File: config.mk
export PLATFORM = sky130hd
export DESIGN_NAME = fx2_slavefifo_sched
export DESIGN_NICKNAME = d
export VERILOG_FILES = /design/src/rtl/fx2_sched_pkg.sv /design/src/rtl/fx2_pktend_timer.sv /design/src/rtl/fx2_slavefifo_sched.sv
export SDC_FILE = /design/constraint.sdc
export NUM_CORES = 1
export LEC_CHECK = 0
export CORE_UTILIZATION = 47
export CTS_CLUSTER_SIZE = 25
export DETAILED_ROUTE_END_ITERATION = 8
export GPL_ROUTABILITY_DRIVEN = 0
export PLACE_DENSITY = 0.85
export SLEW_MARGIN = 25
export SYNTH_ARGS = -nofsm -noshare
export SYNTH_HDL_FRONTEND = slang
export SYNTH_SLANG_ARGS = --single-unit
File: constraint.sdc
create_clock -name clk -period 2.65 [get_ports clk]
set_input_delay 0.3975 -clock clk [delete_from_list [all_inputs] [get_ports clk]]
set_output_delay 0.3975 -clock clk [all_outputs]
set_load 0.01 [all_outputs]
File: src/rtl/fx2_sched_pkg.sv
// Shared types and constants for the FX2LP slave-FIFO bus scheduler.
package fx2_sched_pkg;

   typedef enum logic [2:0] {
      ST_IDLE   = 3'd0,
      ST_RD_SEL = 3'd1,
      ST_READ   = 3'd2,
      ST_WR_SEL = 3'd3,
      ST_WRITE  = 3'd4,
      ST_PKTEND = 3'd5
   } fx2_state_t;

   localparam logic [1:0] FADDR_EP2 = 2'b00;
   localparam logic [1:0] FADDR_EP6 = 2'b10;
   localparam int PKT_WORDS_DEFAULT = 256;

endpackage

File: src/rtl/fx2_pktend_timer.sv
// Tracks the EP6 partial-packet word count and decides when a short packet
// has to be committed (explicit flush or tx idle timeout).
module fx2_pktend_timer
   import fx2_sched_pkg::*;
#(
   parameter int PKT_WORDS    = PKT_WORDS_DEFAULT,
   parameter int IDLE_TIMEOUT = 1024
) (
   input  logic i_clk,
   input  logic i_rst,
   input  logic i_tx_word,
   input  logic i_tx_valid,
   input  logic i_tx_flush,
   input  logic i_pktend_done,
   output logic o_commit_pending
);

   localparam int PW = (PKT_WORDS > 1) ? $clog2(PKT_WORDS) : 1;
   localparam int IW = $clog2(IDLE_TIMEOUT + 1);

   logic [PW-1:0] r_part;
   logic [IW-1:0] r_idle;
   logic          r_flush;
   logic          w_part_nz;
   logic          w_timeout;
   logic          w_wrap;

   assign w_part_nz = (r_part != '0);
   assign w_timeout = (r_idle == IW'(IDLE_TIMEOUT));
   assign w_wrap    = i_tx_word && (r_part == PW'(PKT_WORDS - 1));

   always_ff @(posedge i_clk or posedge i_rst) begin
      if (i_rst) begin
         r_part  <= '0;
         r_idle  <= '0;
         r_flush <= 1'b0;
      end else begin
         if (i_pktend_done || w_wrap)
            r_part <= '0;
         else if (i_tx_word)
            r_part <= r_part + 1'b1;

         if (i_tx_valid)
            r_idle <= '0;
         else if (!w_timeout)
            r_idle <= r_idle + 1'b1;

         // A full packet commits itself in the FX2, so a pending flush dies with it.
         if (i_pktend_done || w_wrap)
            r_flush <= 1'b0;
         else if (i_tx_flush && w_part_nz)
            r_flush <= 1'b1;
      end
   end

   assign o_commit_pending = w_part_nz && (r_flush || w_timeout);

endmodule

File: src/rtl/fx2_slavefifo_sched.sv
// Time-shares the FX2LP slave-FIFO bus between EP2 OUT reads and EP6 IN writes,
// with address settle turnaround, bounded bursts and short-packet commit.
module fx2_slavefifo_sched
   import fx2_sched_pkg::*;
#(
   parameter int TURN_CYC     = 2,
   parameter int MAX_BURST    = 256,
   parameter int PKT_WORDS    = PKT_WORDS_DEFAULT,
   parameter int IDLE_TIMEOUT = 1024
) (
   input  logic        clk,
   input  logic        rst,
   input  logic        flag_ef,
   input  logic        flag_ff,
   input  logic [15:0] fdata_i,
   output logic [15:0] fdata_o,
   output logic        fdata_oe,
   output logic [1:0]  faddr,
   output logic        slrd,
   output logic        sloe,
   output logic        slwr,
   output logic        pktend,
   output logic [15:0] rx_data,
   output logic        rx_valid,
   input  logic        rx_ready,
   input  logic [15:0] tx_data,
   input  logic        tx_valid,
   output logic        tx_ready,
   input  logic        tx_flush,
   output fx2_state_t  o_dbg_state
);

   localparam int TW = $clog2(TURN_CYC + 1);
   localparam int BW = $clog2(MAX_BURST + 1);

   fx2_state_t    r_state;
   fx2_state_t    w_next;
   logic          r_last_tx;
   logic          r_sel_pe;
   logic [TW-1:0] r_turn;
   logic [BW-1:0] r_burst;

   logic w_rx_req;
   logic w_tx_req;
   logic w_pe_req;
   logic w_commit_pending;
   logic w_turn_done;
   logic w_burst_last;
   logic w_in_sel;
   logic w_strobe;

   assign w_rx_req     = flag_ef & rx_ready;
   assign w_tx_req     = flag_ff & tx_valid;
   assign w_pe_req     = w_commit_pending & flag_ff;
   assign w_turn_done  = (r_turn == TW'(TURN_CYC - 1));
   assign w_burst_last = (r_burst == BW'(MAX_BURST - 1));
   assign w_in_sel     = (r_state == ST_RD_SEL) || (r_state == ST_WR_SEL);
   assign w_strobe     = ~slrd | ~slwr;

   always_comb begin
      w_next   = r_state;
      faddr    = FADDR_EP2;
      slrd     = 1'b1;
      sloe     = 1'b1;
      slwr     = 1'b1;
      pktend   = 1'b1;
      fdata_oe = 1'b0;
      fdata_o  = '0;
      tx_ready = 1'b0;
      case (r_state)
         ST_IDLE: begin
            if (w_pe_req)
               w_next = ST_WR_SEL;
            else if (w_rx_req && w_tx_req)
               w_next = r_last_tx ? ST_RD_SEL : ST_WR_SEL;
            else if (w_rx_req)
               w_next = ST_RD_SEL;
            else if (w_tx_req)
               w_next = ST_WR_SEL;
         end
         ST_RD_SEL: begin
            if (w_turn_done)
               w_next = ST_READ;
         end
         ST_READ: begin
            sloe = 1'b0;
            slrd = ~w_rx_req;
            if (!w_rx_req || w_burst_last)
               w_next = ST_IDLE;
         end
         ST_WR_SEL: begin
            faddr = FADDR_EP6;
            if (w_turn_done)
               w_next = r_sel_pe ? ST_PKTEND : ST_WRITE;
         end
         ST_WRITE: begin
            faddr    = FADDR_EP6;
            fdata_oe = 1'b1;
            fdata_o  = tx_data;
            slwr     = ~w_tx_req;
            tx_ready = w_tx_req;
            if (!w_tx_req || w_burst_last)
               w_next = ST_IDLE;
         end
         ST_PKTEND: begin
            faddr  = FADDR_EP6;
            pktend = 1'b0;
            w_next = ST_IDLE;
         end
         default: w_next = ST_IDLE;
      endcase
   end

   always_ff @(posedge clk or posedge rst) begin
      if (rst) begin
         r_state   <= ST_IDLE;
         r_last_tx <= 1'b1;
         r_sel_pe  <= 1'b0;
         r_turn    <= '0;
         r_burst   <= '0;
      end else begin
         r_state <= w_next;
         // Commit grants do not take part in the rx/tx fairness rotation.
         if (r_state == ST_IDLE) begin
            r_sel_pe <= w_pe_req;
            if (!w_pe_req && (w_next == ST_RD_SEL))
               r_last_tx <= 1'b0;
            else if (!w_pe_req && (w_next == ST_WR_SEL))
               r_last_tx <= 1'b1;
         end
         if (w_in_sel && (w_next == r_state))
            r_turn <= r_turn + 1'b1;
         else
            r_turn <= '0;
         if (r_state == ST_IDLE)
            r_burst <= '0;
         else if (w_strobe)
            r_burst <= r_burst + 1'b1;
      end
   end

   assign rx_data     = fdata_i;
   assign rx_valid    = ~slrd;
   assign o_dbg_state = r_state;

   fx2_pktend_timer #(
      .PKT_WORDS    (PKT_WORDS),
      .IDLE_TIMEOUT (IDLE_TIMEOUT)
   ) u_pktend_timer (
      .i_clk            (clk),
      .i_rst            (rst),
      .i_tx_word        (~slwr),
      .i_tx_valid       (tx_valid),
      .i_tx_flush       (tx_flush),
      .i_pktend_done    (r_state == ST_PKTEND),
      .o_commit_pending (w_commit_pending)
   );

endmodule

Yosys cells after proc, flatten, opt, wreduce, memory -nomap -nowiden
Cells that the tools add are included.
{"block": "classes", "magnitude_cmp": 0, "n_mux": 30, "addsub": 4, "shift": 0, "n_bitwise": 8, "eq_ne": 14, "multipliers": 0, "div": 0, "reduce_logical": 22}
{"op": "two-way mux 3 bit", "count": 8}
{"op": "two-way mux 11 bit", "count": 2}
{"op": "two-way mux 9 bit", "count": 2}
{"op": "two-way mux 16 bit", "count": 1}
{"op": "two-way mux 8 bit", "count": 2}
{"op": "case mux 3 bit (5 select lines)", "count": 1}
{"op": "adder 11 x 1 -> 11 bit, second input constant", "count": 1}
{"op": "== test 11 bit, second input constant", "count": 1}
{"op": "two-way mux 1 bit", "count": 11}
{"op": "adder 9 x 1 -> 9 bit, second input constant", "count": 1}
{"op": "== test 3 x 2 -> 1 bit, second input constant", "count": 3}
{"op": "== test 9 x 8 -> 1 bit, second input constant", "count": 1}
{"op": "adder 8 x 1 -> 8 bit, second input constant", "count": 1}
{"op": "== test 8 bit, second input constant", "count": 1}
{"op": "nonzero test 8 bit", "count": 1}
{"op": "logical AND 1 bit", "count": 7}
{"op": "== test 3 x 1 -> 1 bit, second input constant", "count": 2}
{"op": "== test 3 bit, second input constant", "count": 2}
{"op": "two-way mux 2 bit", "count": 3}
{"op": "nonzero test 2 bit", "count": 3}
{"op": "logical OR 1 bit", "count": 5}
{"op": "NOT 1 bit", "count": 4}
{"op": "bitwise AND 1 bit", "count": 3}
{"op": "== test 3 bit", "count": 1}
{"op": "9 further kinds", "count": 11}
{"block": "totals", "latchBits": 0, "inputBits": 39, "rom_bits": 0, "output_inout_bits": 44, "ramBits": 0, "mem_count": 0, "register_bits": 36}

Longest topological paths before layout
Gate-level depths: netlist of run 1.
{"block": "depth", "depth_word": 10, "mapped_depth": 6, "depth_no_buf": 6}

Cells and area by module
A second synthesis of run 1 with hierarchy kept.
{"block": "unflattened", "hier_cells": 245, "area_unflattened_um2": 2269.7}
{"mod": "fx2_slavefifo_sched", "instances": 1, "area_per_inst_um2": 1164.9, "cells_per_inst": 131, "seq_area_each_um2": 401.6}
{"mod": "fx2_pktend_timer", "instances": 1, "area_per_inst_um2": 1104.8, "cells_per_inst": 114, "seq_area_each_um2": 500.5}

Worst setup path after synthesis of run 1
No wires, ideal clock.
{"block": "synth_path", "path_kind": "register to register", "start": "register r_state[1] (netlist: o_dbg_state[1])", "end": "register r_burst[7]", "n_path_buf": 1, "setup_time_ns": 0.078, "arrival_ns": 1.731, "stages_incl_launch_ff": 6, "period_less_slack_ns": 1.808, "path_slack_ns": 0.842, "cell_sequence": "dfrtp_1 > buf_6 > or3b_4 > a2bb2oi_2 > or4_1 > a21oi_1"}
{"block": "synth_via", "elab_chain_cells": 5}
{"element": "start: declaration", "line": "fx2_slavefifo_sched.sv:36", "rtl": "fx2_state_t r_state;"}
{"element": "start signal: assignment", "line": "fx2_slavefifo_sched.sv:122", "rtl": "r_state <= w_next;"}
{"element": "== test 3 x 2 -> 1 bit or == test 3 bit (tied branches)", "line": "fx2_slavefifo_sched.sv:70", "rtl": "case (r_state)"}
{"element": "two-way mux 1 bit", "line": "fx2_slavefifo_sched.sv:70"}
{"element": "NOT 1 bit", "line": "fx2_slavefifo_sched.sv:58", "rtl": "assign w_strobe = ~slrd | ~slwr;"}
{"element": "bitwise OR 1 bit", "line": "fx2_slavefifo_sched.sv:58"}
{"element": "nonzero test 2 bit (no line)"}
{"element": "end signal: assignment", "line": "fx2_slavefifo_sched.sv:138", "rtl": "r_burst <= r_burst + 1'b1;"}
{"element": "end: declaration", "line": "fx2_slavefifo_sched.sv:41", "rtl": "logic [BW-1:0] r_burst;"}
Several ways; a longest one is shown, not always the timed one.
A chain may end at the register's enable or synchronous reset.

Worst setup path in the final report of run 1
{"block": "layout_path", "start": "register r_state[0] (netlist: o_dbg_state[0])", "end": "output rx_valid"}
{"block": "layout_via", "elab_chain_cells": 3}
{"element": "== test 3 x 2 -> 1 bit", "line": "fx2_slavefifo_sched.sv:70"}
{"element": "two-way mux 1 bit", "line": "fx2_slavefifo_sched.sv:70"}
{"element": "NOT 1 bit", "line": "fx2_slavefifo_sched.sv:143", "rtl": "assign rx_valid = ~slrd;"}
{"element": "end: declaration", "line": "fx2_slavefifo_sched.sv:24", "rtl": "output logic rx_valid,"}
Every way passes these cells.

==> results.tsv, run 1 <==
metric	value	unit
cts-root-buf	clkbuf_8	
hold_viol	0	
fp-row-count	24	
post_synthesis_cell_area	2137	um2
critical_path.slowest_cell	clkdlybuf4s50_1	
grt.met2_usage	0.3258	
timing.setup.tns	0	ns
detail_route.first_pass.iterations	4	
groute.layer.met1.usage	0.2562	
number_of_drc_markers_in_iteration_0	88	
die_height	69.43	um
number_of_instances_in_the_synthesized_netlist	234	
clkTransAtPathRegs	0.07	ns
avgViaCountPerCell	5.417	
fin_util	0.6147	
power_density	632.5	nW/um2
area_growth	25.23	%
synth_seq_cells	36	
layout_commonest_cell	clkdlybuf4s50_1	
cts.sink_count	36	
finalCriticalPeriod	2.543	ns
gr-max-usage-layer	met2	
fin_nets	317	
dieArea	4821	um2
synth_nets	280	
placement.setup.worst_slack	0.2835	ns
worstPathCellList	or3b_4 -> or2_2 -> inv_1 -> clkdlybuf4s50_1	
final_max_slew_viol_count	0	
async_flop_share	1.000	
worstSkewPairLatency	0.29	ns
synth-seq-area-share	0.4221	
drt.antenna.violating_nets	0	
grt_setup_unrepaired	false	
critical_path_class	reg2out	
dpl_cell_area	2565	um2
most_used_cells_in_the_layout_excluding_fill_and_tap_cells	clkdlybuf4s50_1, dfrtp_1, nor2_1	
worst_ir_drop_vdd	0.4511	mV
holdWs	0.4496	ns
gr-usage-all-layers	0.1975	
cp_num_buf_inv	2	
wl	4.507	mm
maxCapViolations	0	
cts.repair_timing.setup_buffer_count	0	
outcome	completed	
post_cts.resized_instances	0	
fin_skew	0.006852	ns
io_buffers	49	
place_hpwl	3.293	mm
holdBufCountCts	0	
initial_utilization	0.4908	
post-route-drc-count	0	
grt_pass1_wl	7.583	mm
pin_count	83	
timing.final.setup_violations	0	
cts_buffer_depth	2	
power.static_leakage	1.126	nW
critical_path_end_type	output pin	
critical_path.top_delay_family	simple AND/OR/NAND/NOR gates	
ys_types	40	
globalRouteMet3Util	0.04215	
grt_antenna_before_repair	0	
mean_routed_wirelength_per_cell	13.91	um
yosys.area.top_type	dfrtp_1	
tritoncts_clock_tree	yes	
antenna_cells_inserted	0	
synth_largest_type_area_fraction	0.4098	
setup_slack	0.1073	ns
grt_start_max_net_pins	37	
globalRoute.totalOverflow	0	
cp.arrival	2.15	ns
worst-endpoint-required	2.25	ns
critPathMaxFanout	8	
yosysWarningCount	0	
fin_crit_sh	0.9595	
stdcell_area	2676	um2
setup.worst_path.start_class	register	
ys_dominant_reg_cell	dfrtp_1	
layout-drive-gt1-share	0.07721	
cp_slowest_stage_delay	0.52	ns
cts_htree_levels	2	
fmaxAchievable	393.3	MHz
coreArea	4354	um2
cts-buffers-inserted	5	
die_w	69.43	um
min_path_type	reg2reg	
synth_enable_flop_cells	0	
reg2reg_setup_slack	0.70	ns
via_count_of_the_first_global_routing_pass	1638	
synthTopCellsByArea	dfrtp_1, buf_4, and2_1	
max-slew-margin-rel	0.6382	
timing_worst_slew_pin_value	0.5386	ns
vias	1755	
postSynthAreaPerCell	9.133	um2
layout make-up:
type | count | area [um2]
flip-flops and latches | 36 | 902.1
clock buffers | 5 | 68.82
inverters | 14 | 52.55
clock inverters | 3 | 42.54
repair buffers | 53 | 520.5
multi-input cells | 161 | 1025
well taps | 52 | 65.06
fillers | 359 | 1678
worst paths after layout:
| kind | cells after the start | start | to |
|---|---|---|---|
| setup / recovery | 4 | o_dbg_state[0] | rx_valid |
| hold / removal | 1 | r_turn[0] | r_turn[0] |
| setup reg to reg | 6 | o_dbg_state[1] | r_burst[7] |
| hold reg to reg | 1 | r_turn[0] | r_turn[0] |
| max in group asynchronous | 3 | rst | r_last_tx |
| min in group asynchronous | 3 | rst | r_burst[5] |
synth_stat cells, types with 3 or more instances:
| master | count |
|---|---|
| and4_1 | 3 |
| nor3_1 | 6 |
| a21oi_1 | 9 |
| o21ai_0 | 9 |
| xnor2_1 | 10 |
| xor2_1 | 7 |
| nor2_1 | 19 |
| and2_1 | 17 |
| inv_1 | 14 |
| nand2_1 | 15 |
| ha_1 | 7 |
| nand3_1 | 15 |
| nand2b_1 | 3 |
| dfrtp_1 | 35 |
| mux2i_1 | 3 |
| buf_4 | 17 |
| or3_1 | 5 |
| nor4_1 | 6 |
| nand4_1 | 5 |
| clkbuf_1 | 5 |
power by group:
part	switching, W	leakage, nW	total, W	internal (W)
logic	0.000258	0.584	0.000508	0.000250
registers	0.0000724	0.488	0.000694	0.000622
clock network	0.000212	0.0541	0.000491	0.000278
per-layer routing:
metal | part of all wire | up-vias
met5 | 0 | -
li1 | - | 858
met3 | 0.038 | 5
met2 | 0.51 | 41
met4 | 0.012 | 0
met1 | 0.44 | 851
kinds of logic after synthesis:
group	Yosys count	share of synthesized area
and+or+nand+nor	105	0.2687
buffers and inverters	37	0.09836
DFF	36	0.4221
AOI/OAI and AO/OA	27	0.07904
xor gates and xnor gates	17	0.06967
adders and majority gates	7	0.04098
muxes	4	0.01932
other	1	0.001755
stage by stage:
stage / total power, W / std cells
after floorplan: 0.001039 / 234
final: 0.001693 / 324
after CTS: 0.001709 / 324
after detailed placement: 0.001213 / 316
after global routing: 0.001782 / 324
after global placement: 0.001198 / 316
sequential cells by signal, indices dropped and copies added, names as in the netlist:
signal                  cells
u_pktend_timer.r_part       8
r_last_tx                   1
r_turn                      2
r_burst                     9
u_pktend_timer.r_flush      1
o_dbg_state                 3
u_pktend_timer.r_idle      11
r_sel_pe                    1
Note: power is estimated with default switching activity, not from simulation.
==> run 2, diff against run 1 <==
--- a/config.mk
+++ b/config.mk
@@ -6,7 +6,6 @@
 export NUM_CORES = 1
 export LEC_CHECK = 0
 export CORE_UTILIZATION = 47
-export CTS_CLUSTER_SIZE = 25
 export DETAILED_ROUTE_END_ITERATION = 8
 export GPL_ROUTABILITY_DRIVEN = 0
 export PLACE_DENSITY = 0.85
==> results of run 2 <==
Final layout, timing and power as in run 1 (identical DEF).
